$ cat src/rtl/mips_pkg.sv
// mips_pkg: shared definitions for the MIPS pipeline control slice.
//   REG_AW_DEF   default register-address width
//   pipe_state_t pipeline controller FSM state encoding
//   fwd_sel_t    EX-stage operand source select encoding
package mips_pkg;

  localparam int REG_AW_DEF = 5;

  typedef enum logic [1:0] {
    ST_RUN   = 2'b00,
    ST_IWAIT = 2'b01,
    ST_DWAIT = 2'b10
  } pipe_state_t;

  typedef enum logic [1:0] {
    FWD_RF  = 2'b00,
    FWD_WB  = 2'b01,
    FWD_MEM = 2'b10
  } fwd_sel_t;

endpackage

$ cat src/rtl/mips_fwd_unit.sv
// mips_fwd_unit: selects the source of one EX-stage operand.
//   ex_src                 EX-stage source register being read
//   mem_rd / mem_regwrite  MEM-stage destination and write enable
//   wb_rd / wb_regwrite    WB-stage destination and write enable
//   sel                    FWD_MEM, FWD_WB or FWD_RF
// MEM wins over WB because it holds the younger result. Register 0 never
// forwards, since writes to it are discarded.
module mips_fwd_unit
  import mips_pkg::*;
#(
  parameter int REG_AW = REG_AW_DEF
) (
  input  logic [REG_AW-1:0] ex_src,
  input  logic [REG_AW-1:0] mem_rd,
  input  logic              mem_regwrite,
  input  logic [REG_AW-1:0] wb_rd,
  input  logic              wb_regwrite,
  output fwd_sel_t          sel
);

  always_comb begin
    sel = FWD_RF;
    if (mem_regwrite && (mem_rd != '0) && (mem_rd == ex_src)) begin
      sel = FWD_MEM;
    end else if (wb_regwrite && (wb_rd != '0) && (wb_rd == ex_src)) begin
      sel = FWD_WB;
    end
  end

endmodule

$ cat src/rtl/mips_pipe_ctrl.sv
// mips_pipe_ctrl: stall/flush/forward controller for a 5-stage MIPS pipeline.
//   Clk, Rst                       clock, asynchronous active-high reset
//   if_hit, dm_hit, mem_access     cache status from the fetch and memory stages
//   id_*, ex_*, mem_*, wb_*        register fields and control bits per stage
//   branch_taken                   branch resolved taken in EX
//   *_en, *_flush                  pipeline-register load enables / bubble inserts
//   fwd_a, fwd_b                   EX operand selects (00 regfile, 01 WB, 10 MEM)
//   state                          00 RUN, 01 IWAIT, 10 DWAIT
//   stall_cnt, imiss_cnt, dmiss_cnt saturating statistics counters
// Build option: define MIPS_PIPE_FWD_EN to enable operand forwarding; without
// it every RAW dependence on an in-flight writer stalls ID instead.
module mips_pipe_ctrl
  import mips_pkg::*;
#(
  parameter int REG_AW = REG_AW_DEF,
  parameter int CNT_W  = 16
) (
  input  logic              Clk,
  input  logic              Rst,
  input  logic              if_hit,
  input  logic              dm_hit,
  input  logic              mem_access,
  input  logic [REG_AW-1:0] id_rs,
  input  logic [REG_AW-1:0] id_rt,
  input  logic              id_rs_used,
  input  logic              id_rt_used,
  input  logic [REG_AW-1:0] ex_rs,
  input  logic [REG_AW-1:0] ex_rt,
  input  logic [REG_AW-1:0] ex_rd,
  input  logic              ex_regwrite,
  input  logic              ex_memread,
  input  logic [REG_AW-1:0] mem_rd,
  input  logic              mem_regwrite,
  input  logic [REG_AW-1:0] wb_rd,
  input  logic              wb_regwrite,
  input  logic              branch_taken,
  output logic              pc_en,
  output logic              ifid_en,
  output logic              idex_en,
  output logic              exmem_en,
  output logic              memwb_en,
  output logic              ifid_flush,
  output logic              idex_flush,
  output logic              memwb_flush,
  output logic [1:0]        fwd_a,
  output logic [1:0]        fwd_b,
  output logic [1:0]        state,
  output logic [CNT_W-1:0]  stall_cnt,
  output logic [CNT_W-1:0]  imiss_cnt,
  output logic [CNT_W-1:0]  dmiss_cnt
);

  pipe_state_t      state_q;
  pipe_state_t      state_nx;
  logic [CNT_W-1:0] stall_q;
  logic [CNT_W-1:0] imiss_q;
  logic [CNT_W-1:0] dmiss_q;
  fwd_sel_t         sel_a;
  fwd_sel_t         sel_b;
  logic             d_wait;
  logic             raw_stall;

  // A source register is hazardous only if it is read, nonzero, and matches
  // a destination that is actually being written.
  function automatic logic src_hit(input logic [REG_AW-1:0] src,
                                   input logic              used,
                                   input logic [REG_AW-1:0] dst,
                                   input logic              wr);
    return used && wr && (src != '0) && (src == dst);
  endfunction

  mips_fwd_unit #(.REG_AW(REG_AW)) u_fwd_a (
    .ex_src      (ex_rs),
    .mem_rd      (mem_rd),
    .mem_regwrite(mem_regwrite),
    .wb_rd       (wb_rd),
    .wb_regwrite (wb_regwrite),
    .sel         (sel_a)
  );

  mips_fwd_unit #(.REG_AW(REG_AW)) u_fwd_b (
    .ex_src      (ex_rt),
    .mem_rd      (mem_rd),
    .mem_regwrite(mem_regwrite),
    .wb_rd       (wb_rd),
    .wb_regwrite (wb_regwrite),
    .sel         (sel_b)
  );

`ifdef MIPS_PIPE_FWD_EN
  logic unused_ex_regwrite;
  assign unused_ex_regwrite = ex_regwrite;

  // With forwarding only a load feeding the very next instruction must wait.
  assign raw_stall = src_hit(id_rs, id_rs_used, ex_rd, ex_memread) |
                     src_hit(id_rt, id_rt_used, ex_rd, ex_memread);

  assign fwd_a = Rst ? FWD_RF : sel_a;
  assign fwd_b = Rst ? FWD_RF : sel_b;
`else
  logic ex_writes;
  logic unused_fwd;
  assign ex_writes  = ex_regwrite | ex_memread;
  assign unused_fwd = ^{sel_a, sel_b};

  // Without forwarding ID waits until every older writer has retired.
  assign raw_stall = src_hit(id_rs, id_rs_used, ex_rd,  ex_writes)    |
                     src_hit(id_rt, id_rt_used, ex_rd,  ex_writes)    |
                     src_hit(id_rs, id_rs_used, mem_rd, mem_regwrite) |
                     src_hit(id_rt, id_rt_used, mem_rd, mem_regwrite) |
                     src_hit(id_rs, id_rs_used, wb_rd,  wb_regwrite)  |
                     src_hit(id_rt, id_rt_used, wb_rd,  wb_regwrite);

  assign fwd_a = FWD_RF;
  assign fwd_b = FWD_RF;
`endif

  // A data miss keeps holding the pipe in DWAIT until the hit arrives, even
  // if mem_access has since dropped.
  assign d_wait = !dm_hit && (mem_access || (state_q == ST_DWAIT));

  // Priority chain: D-miss, branch, RAW stall, I-miss, normal flow. A RAW
  // stall that coincides with a fetch miss still records the IWAIT entry.
  always_comb begin
    pc_en       = 1'b1;
    ifid_en     = 1'b1;
    idex_en     = 1'b1;
    exmem_en    = 1'b1;
    memwb_en    = 1'b1;
    ifid_flush  = 1'b0;
    idex_flush  = 1'b0;
    memwb_flush = 1'b0;
    state_nx    = ST_RUN;
    if (Rst) begin
      pc_en       = 1'b0;
      ifid_en     = 1'b0;
      idex_en     = 1'b0;
      exmem_en    = 1'b0;
      memwb_en    = 1'b0;
      ifid_flush  = 1'b1;
      idex_flush  = 1'b1;
      memwb_flush = 1'b1;
    end else if (d_wait) begin
      pc_en       = 1'b0;
      ifid_en     = 1'b0;
      idex_en     = 1'b0;
      exmem_en    = 1'b0;
      memwb_flush = 1'b1;
      state_nx    = ST_DWAIT;
    end else if (branch_taken) begin
      ifid_flush = 1'b1;
      idex_flush = 1'b1;
    end else if (raw_stall || !if_hit) begin
      pc_en      = 1'b0;
      ifid_en    = 1'b0;
      idex_flush = 1'b1;
      if (!if_hit && (state_q != ST_DWAIT)) begin
        state_nx = ST_IWAIT;
      end
    end
  end

  // State and statistics; counters stick at all-ones instead of wrapping.
  always_ff @(posedge Clk or posedge Rst) begin
    if (Rst) begin
      state_q <= ST_RUN;
      stall_q <= '0;
      imiss_q <= '0;
      dmiss_q <= '0;
    end else begin
      state_q <= state_nx;
      if (!pc_en && (stall_q != '1)) begin
        stall_q <= stall_q + 1'b1;
      end
      if ((state_q == ST_RUN) && (state_nx == ST_IWAIT) && (imiss_q != '1)) begin
        imiss_q <= imiss_q + 1'b1;
      end
      if ((state_q != ST_DWAIT) && (state_nx == ST_DWAIT) && (dmiss_q != '1)) begin
        dmiss_q <= dmiss_q + 1'b1;
      end
    end
  end

  assign state     = state_q;
  assign stall_cnt = stall_q;
  assign imiss_cnt = imiss_q;
  assign dmiss_cnt = dmiss_q;

endmodule

$ cat config.mk
export PLATFORM = sky130hd
export DESIGN_NAME = mips_pipe_ctrl
export DESIGN_NICKNAME = d
export VERILOG_FILES = /design/src/rtl/mips_pkg.sv /design/src/rtl/mips_fwd_unit.sv /design/src/rtl/mips_pipe_ctrl.sv
export SDC_FILE = /design/constraint.sdc
export NUM_CORES = 1
export LEC_CHECK = 0
export CORE_MARGIN = 2
export CORE_UTILIZATION = 48
export CTS_CLUSTER_DIAMETER = 100
export DETAILED_ROUTE_END_ITERATION = 10
export GPL_ROUTABILITY_DRIVEN = 0
export PLACE_DENSITY = 0.85
export SLEW_MARGIN = 20
export SYNTH_ARGS = -nofsm -noshare
export SYNTH_HDL_FRONTEND = slang
export SYNTH_HIERARCHICAL = 1
export SYNTH_SLANG_ARGS = --single-unit
$ cat constraint.sdc
create_clock -name Clk -period 6.3 [get_ports Clk]
set_clock_uncertainty 0.2 [all_clocks]
set_input_delay 0.63 -clock Clk [delete_from_list [all_inputs] [get_ports Clk]]
set_output_delay 0.63 -clock Clk [all_outputs]
set_load 0.05 [all_outputs]
# [Word-level counts from Yosys, hierarchy flattened]
# Index checks and enable logic that the tools add are counted.
[totals] reg_bits=50 wordCells=80 output_inout_bits=62
[op_classes] bitwise=6 n_reduce_logical=33 eq_ne=13 addsub=3 mux=21
[op_table] op="$add 16x1->16 const B" n=3
[op_table] op="$ne 16x16->1 const B" n=3
[op_table] op="$eq 5x5->1" n=6
[op_table] op="$logic_and 1x1->1" n=25
[op_table] op="$mux 1" n=19
[op_table] op="$reduce_bool 5->1" n=2
[op_table] op="$or 1x1->1" n=6
[op_table] op="$eq 2x2->1 const B" n=2
[op_table] op="$mux 2" n=2
[op_table] op="$logic_not 1->1" n=3
[op_table] op="$eq 2x1->1 const B" n=1
[op_table] op="$logic_not 2->1" n=1
[op_table] op="$logic_or 1x1->1" n=2
[op_table] op="$ne 2x2->1 const B" n=1

# [Longest topological paths before layout]
[depth] word_depth=17 mapped_depth=7 depth_no_buf=6

# [Worst setup path before layout]
# OpenSTA, ideal clock, no wires.
[synth_path] path_kind="in2out" from="input port Rst" to="output port pc_en" arrival_time_ns=4.466 required_ns=5.470 path_stages=6 path_slack_ns=1.004 cell_sequence="inv_1 -> nand2_1 -> o31ai_2 -> buf_2 -> and2_1 -> buf_4"
[synth_via] elab_chain_len=1
[synth_rtl] item="start: declaration" line_no="mips_pipe_ctrl.sv:19" source="input logic Rst,"
[synth_rtl] item="$mux 1"
[synth_rtl] item="end: declaration" line_no="mips_pipe_ctrl.sv:37" source="output logic pc_en,"
# No other way between the ends.

# [Final worst setup path]
[layout_path] from="input port id_rs[0]" to="output port ifid_en"
[layout_via] elab_chain_len=13 word_cells_on_any_way=20 cone_classes="eq/ne (3); mux (4); bitwise (5); reduce/logical (8)"
[layout_rtl] item="start: declaration" line_no="mips_pipe_ctrl.sv:23" source="input logic [REG_AW-1:0] id_rs,"
[layout_rtl] item="$reduce_bool 5->1" line_no="mips_pipe_ctrl.sv:69" source="return used && wr && (src != '0) && (src == dst);"
[layout_rtl] item="$logic_and 1x1->1 (2 in series)" line_no="mips_pipe_ctrl.sv:69"
[layout_rtl] item="$or 1x1->1" line_no="mips_pipe_ctrl.sv:107" source="assign raw_stall = src_hit(id_rs, id_rs_used, ex_rd, ex_writes) |"
[layout_rtl] item="$or 1x1->1" line_no="mips_pipe_ctrl.sv:108" source="src_hit(id_rt, id_rt_used, ex_rd, ex_writes) |"
[layout_rtl] item="$or 1x1->1" line_no="mips_pipe_ctrl.sv:109" source="src_hit(id_rs, id_rs_used, mem_rd, mem_regwrite) |"
[layout_rtl] item="$or 1x1->1 *" line_no="mips_pipe_ctrl.sv:110" source="src_hit(id_rt, id_rt_used, mem_rd, mem_regwrite) |"
[layout_rtl] item="$or 1x1->1 *" line_no="mips_pipe_ctrl.sv:111" source="src_hit(id_rs, id_rs_used, wb_rd, wb_regwrite) |"
[layout_rtl] item="$logic_or 1x1->1 *" line_no="mips_pipe_ctrl.sv:153" source="end else if (raw_stall || !if_hit) begin"
[layout_rtl] item="$mux 1 *" line_no="mips_pipe_ctrl.sv:153"
[layout_rtl] item="$mux 1 *" line_no="mips_pipe_ctrl.sv:150" source="end else if (branch_taken) begin"
[layout_rtl] item="$mux 1 *" line_no="mips_pipe_ctrl.sv:143" source="end else if (d_wait) begin"
[layout_rtl] item="$mux 1 *" line_no="mips_pipe_ctrl.sv:134" source="if (Rst) begin"
[layout_rtl] item="end: declaration" line_no="mips_pipe_ctrl.sv:38" source="output logic ifid_en,"
# Every way passes the cells marked *; elsewhere a longest branch is shown, timed or not.

==> out/summary.txt <==
Fraction of power consumed by the clock network - 14.8%
# fillers - 463
CP bufs+invs - 3
Inserted Diodes - 0
Root Buffer - sky130_fd_sc_hd__clkbuf_8
TritonCTS Buffers - 5
Area of combinational cells with multiple inputs - 1540 um^2
Synthesis-to-layout area growth - 37.8%
Most frequently used flop master after synthesis - sky130_fd_sc_hd__dfrtp_1
TritonRoute pass-1 iters - 4
Async S/R FF share, synth - 100%
Placed cell area - 3880 um^2
Family with the most delay on the worst path - buffers and inverters
Max incr delay on CP - 800 ps
Synth Area in Compound Gates - 9.40%
Antenna violations before repair - 0
Largest net degree at the start of global routing - 29
Switching power of the nets - 0.570 mW
R2R setup slack - 3800 ps
Hold Buf Count CTS - 0
Hold Vio Cnt, Final - 0
Slew margin rel. - 53.7%
Drt first-iter violations - 63
Min Hold Slack - 294 ps
Critical path required time - 5470 ps
Number of global-route vias before repair - 2336
Average wire per cell in the routed design - 15.3 um
Number of instances in the synthesized netlist - 272
Combinational family with the most area after synthesis - XOR/XNOR gates
Critical path, cell by cell - clkdlybuf4s50_1 > or4_1 > o21ai_0 > o211ai_1 > o31ai_2 > buf_4 > and2_1 > clkdlybuf4s50_1
Post-route antenna net violation count - 0
Switching share of power - 45.7%
Clock latency on the worst-skew pair - 300 ps
Peak supply drop - 271 uV
Combined flip-flop and latch cell area - 1250 um^2
Final setup viols - 0
Wirelength, routed - 6820 um
Post-route standard cell area excluding fillers - 3970 um^2
Clock transition at the registers of the reported paths - 80 ps
Top achievable clock speed - 234 MHz
Critical path's slowest cell - sky130_fd_sc_hd__clkdlybuf4s50_1
Maximum clock path buffer count - 2
Height of the chip - 81.4 um
Global-route congestion overflow total - 0
Int Power - 0.677 mW
Count of nets after finishing - 420
# clock sinks - 50
Number of slew-limit violations in the final report - 0
Number of flops mapped to enable cells by yosys - 0
Xor and xnor area share after synthesis - 22.8%
Fraction of final layout cells sized beyond drive strength 1 - 7.55%
Startpoint class of the critical path - input pin
Die outline area - 6630 um^2
Synth cell types - 45
Total track usage - 21.2%
Cell repeated most along the worst path - sky130_fd_sc_hd__clkdlybuf4s50_1
Cell row count - 28
Top-Level Pins - 109
CP startpoint - id_rs[0]
Yosys synthesis warning count - 6
Wire length of the first global-routing pass - 10900 um
Worst slew pin tran - 689 ps
Count of input and output buffers - 94
Result of the run - complete, no violations
Sequential cell fraction of total power - 38.4%
Final setup slack of the worst path - 2030 ps
Fraction of the yosys area taken by sequential cells - 43.5%
Adder-cell area share of the yosys netlist - 1.30%
Leak pwr - 1.64 nW
H-tree depth - 2
Flip-flop and latch count after synthesis - 50
Sum Neg Setup Slack - 0 ps
Cell area after technology mapping - 2880 um^2
Count of buffers added by post-CTS timing repair for setup - 0
Hold Startpoint - dmiss_cnt[5]
Initial core utilization - 49.2%
Worst slack, placed - 2020 ps
Count of cells resized by post-cts repair - 0
Proportion of synthesized area in mux cells - 1.17%
CP Class - input pin to output pin
TritonCTS clock tree - built
Period utilization - 67.8%
# Max-Cap Violations - 0
Post-synthesis share of cell area spent on and, or, nand and nor gates - 18.4%
Startpoint of the worst register-to-register path - state[1]
Data arrival, critical path - 3440 ps
Post-route DRC violation count - 0
Category of the worst setup path capture point - output pin
Hold crit path type - flip-flop to flip-flop
Unrepaired setup endpoints after global routing - no
Half-perimeter wire length of the detailed placement result - 5170 um
Ratio of total power to cell area - 315 nW/um^2
Tmin final - 4270 ps
Total number of vias - 2435
Power share of the combinational group - 46.8%
DIE WIDTH - 81.4 um
Post-synthesis average cell area - 10.6 um^2
Area inside the core boundary - 5850 um^2
Peak fanout along the critical path - 16
Per-cell via count in the routed design - 5.46
-- cell families (layout without fill, tap and decap cells) --
| group | after synthesis | in the layout |
|---|---|---|
| AOI/OAI and AO/OA | 33 | 33 |
| adders and majority gates | 3 | 3 |
| xor gates and xnor gates | 75 | 75 |
| other | 1 | 4 |
| buffers and inverters | 16 | 112 |
| and+or+nand+nor | 91 | 91 |
| muxes | 3 | 3 |
| DFF | 50 | 50 |
-- per-stage QoR --
stage                     total power, mW  utilization [%]  instances
after floorplan                     0.856                -        275
after global placement               1.06             66.3        438
after detailed placement             1.07             66.3        438
after CTS                            1.26             67.8        446
after global routing                 1.32             67.8        446
final                                1.25             67.8        446
-- final cells by class --
type,instances,share of cell area (%)
Tap cell,75,2.37
Inverter,7,0.663
Sequential cell,50,31.6
Timing Repair Buffer,97,24.3
Clock buffer,6,1.83
Clock inverter,2,0.347
Multi-Input combinational cell,209,38.9
-- cells in the mapped netlist, types with 3 or more instances --
cell type / n / area [um^2]
sky130_fd_sc_hd__nor2_1: 12 / 45.0
sky130_fd_sc_hd__or4_1: 3 / 22.5
sky130_fd_sc_hd__and3_1: 4 / 25.0
sky130_fd_sc_hd__nand2_1: 16 / 60.1
sky130_fd_sc_hd__xnor2_1: 29 / 254
sky130_fd_sc_hd__nand3_1: 12 / 60.1
sky130_fd_sc_hd__ha_1: 3 / 37.5
sky130_fd_sc_hd__inv_1: 7 / 26.3
sky130_fd_sc_hd__buf_4: 6 / 45.0
sky130_fd_sc_hd__and4_1: 6 / 52.6
sky130_fd_sc_hd__a21oi_1: 8 / 40.0
sky130_fd_sc_hd__nand4_1: 12 / 75.1
sky130_fd_sc_hd__dfrtp_1: 50 / 1250
sky130_fd_sc_hd__nand3_2: 4 / 40.0
sky130_fd_sc_hd__a211oi_1: 3 / 22.5
sky130_fd_sc_hd__and3_2: 3 / 22.5
sky130_fd_sc_hd__and2_1: 3 / 18.8
sky130_fd_sc_hd__xor2_1: 46 / 403
sky130_fd_sc_hd__a2111oi_1: 4 / 40.0
sky130_fd_sc_hd__nor4_1: 6 / 37.5
sky130_fd_sc_hd__o21ai_0: 3 / 15.0
-- cells in the final DEF (no fill, tap or decap), types with 2 or more instances in the layout --
master	count
sky130_fd_sc_hd__a2111oi_1	4
sky130_fd_sc_hd__xnor2_1	29
sky130_fd_sc_hd__and3_2	3
sky130_fd_sc_hd__and3_1	4
sky130_fd_sc_hd__and2_1	3
sky130_fd_sc_hd__nand2_1	16
sky130_fd_sc_hd__clkdlybuf4s50_1	94
sky130_fd_sc_hd__nand4_1	12
sky130_fd_sc_hd__xor2_1	46
sky130_fd_sc_hd__dfrtp_1	50
sky130_fd_sc_hd__or2_2	2
sky130_fd_sc_hd__nor2_1	12
sky130_fd_sc_hd__buf_4	3
sky130_fd_sc_hd__and2_2	2
sky130_fd_sc_hd__and4_1	6
sky130_fd_sc_hd__or4_1	3
sky130_fd_sc_hd__o21bai_1	2
sky130_fd_sc_hd__nand3_1	12
sky130_fd_sc_hd__nor4_1	6
sky130_fd_sc_hd__inv_1	6
sky130_fd_sc_hd__a211oi_1	3
sky130_fd_sc_hd__mux2_2	2
sky130_fd_sc_hd__conb_1	4
sky130_fd_sc_hd__nand3_2	4
sky130_fd_sc_hd__a21oi_1	8
sky130_fd_sc_hd__o21ai_0	3
sky130_fd_sc_hd__clkbuf_8	5
sky130_fd_sc_hd__a32o_1	2
sky130_fd_sc_hd__o211ai_1	2
sky130_fd_sc_hd__ha_1	3
sky130_fd_sc_hd__o31ai_2	2
-- power groups by stage --
stage          Clock, mW  Combinational (mW)  Sequential (mW)
6_report           0.184               0.584            0.479
5_1_grt            0.206               0.618            0.493
4_1_cts            0.192               0.587            0.479
3_5_place_dp           0               0.586            0.484
3_3_place_gp           0               0.579            0.482
2_1_floorplan          0               0.153            0.704
-- worst register-to-register path, cell delays in order (launching register included) --
cell and delay, ps:
sky130_fd_sc_hd__dfrtp_1 400, sky130_fd_sc_hd__nor2b_2 170, sky130_fd_sc_hd__a2111o_1 450, sky130_fd_sc_hd__a311oi_4 460, sky130_fd_sc_hd__and4_1 460, sky130_fd_sc_hd__nand3_1 140, sky130_fd_sc_hd__xnor2_1 140
-- flip-flops by register name, indices dropped and copies added (netlist names) --
register,count
stall_cnt,16
state,2
dmiss_cnt,16
imiss_cnt,16
-- worst paths after layout --
check / endpoint / cells after the start
worst max-delay path: ifid_en / 8
worst min-delay path: dmiss_cnt[5] / 1
worst max register to register: imiss_cnt[15] / 6
worst min register to register: dmiss_cnt[5] / 1
max in group asynchronous: state[0] / 3
min in group asynchronous: imiss_cnt[5] / 2
-- layer usage --
layer	share of wire [%]	vias to the layer above	global-route usage, %
met5	0	-	0
met4	0.82	0	5.25
met3	7.4	6	5.16
met2	48	87	35.7
met1	44	1193	27.4
li1	-	1149	-
No activity file was read; power rests on OpenSTA's default activity.
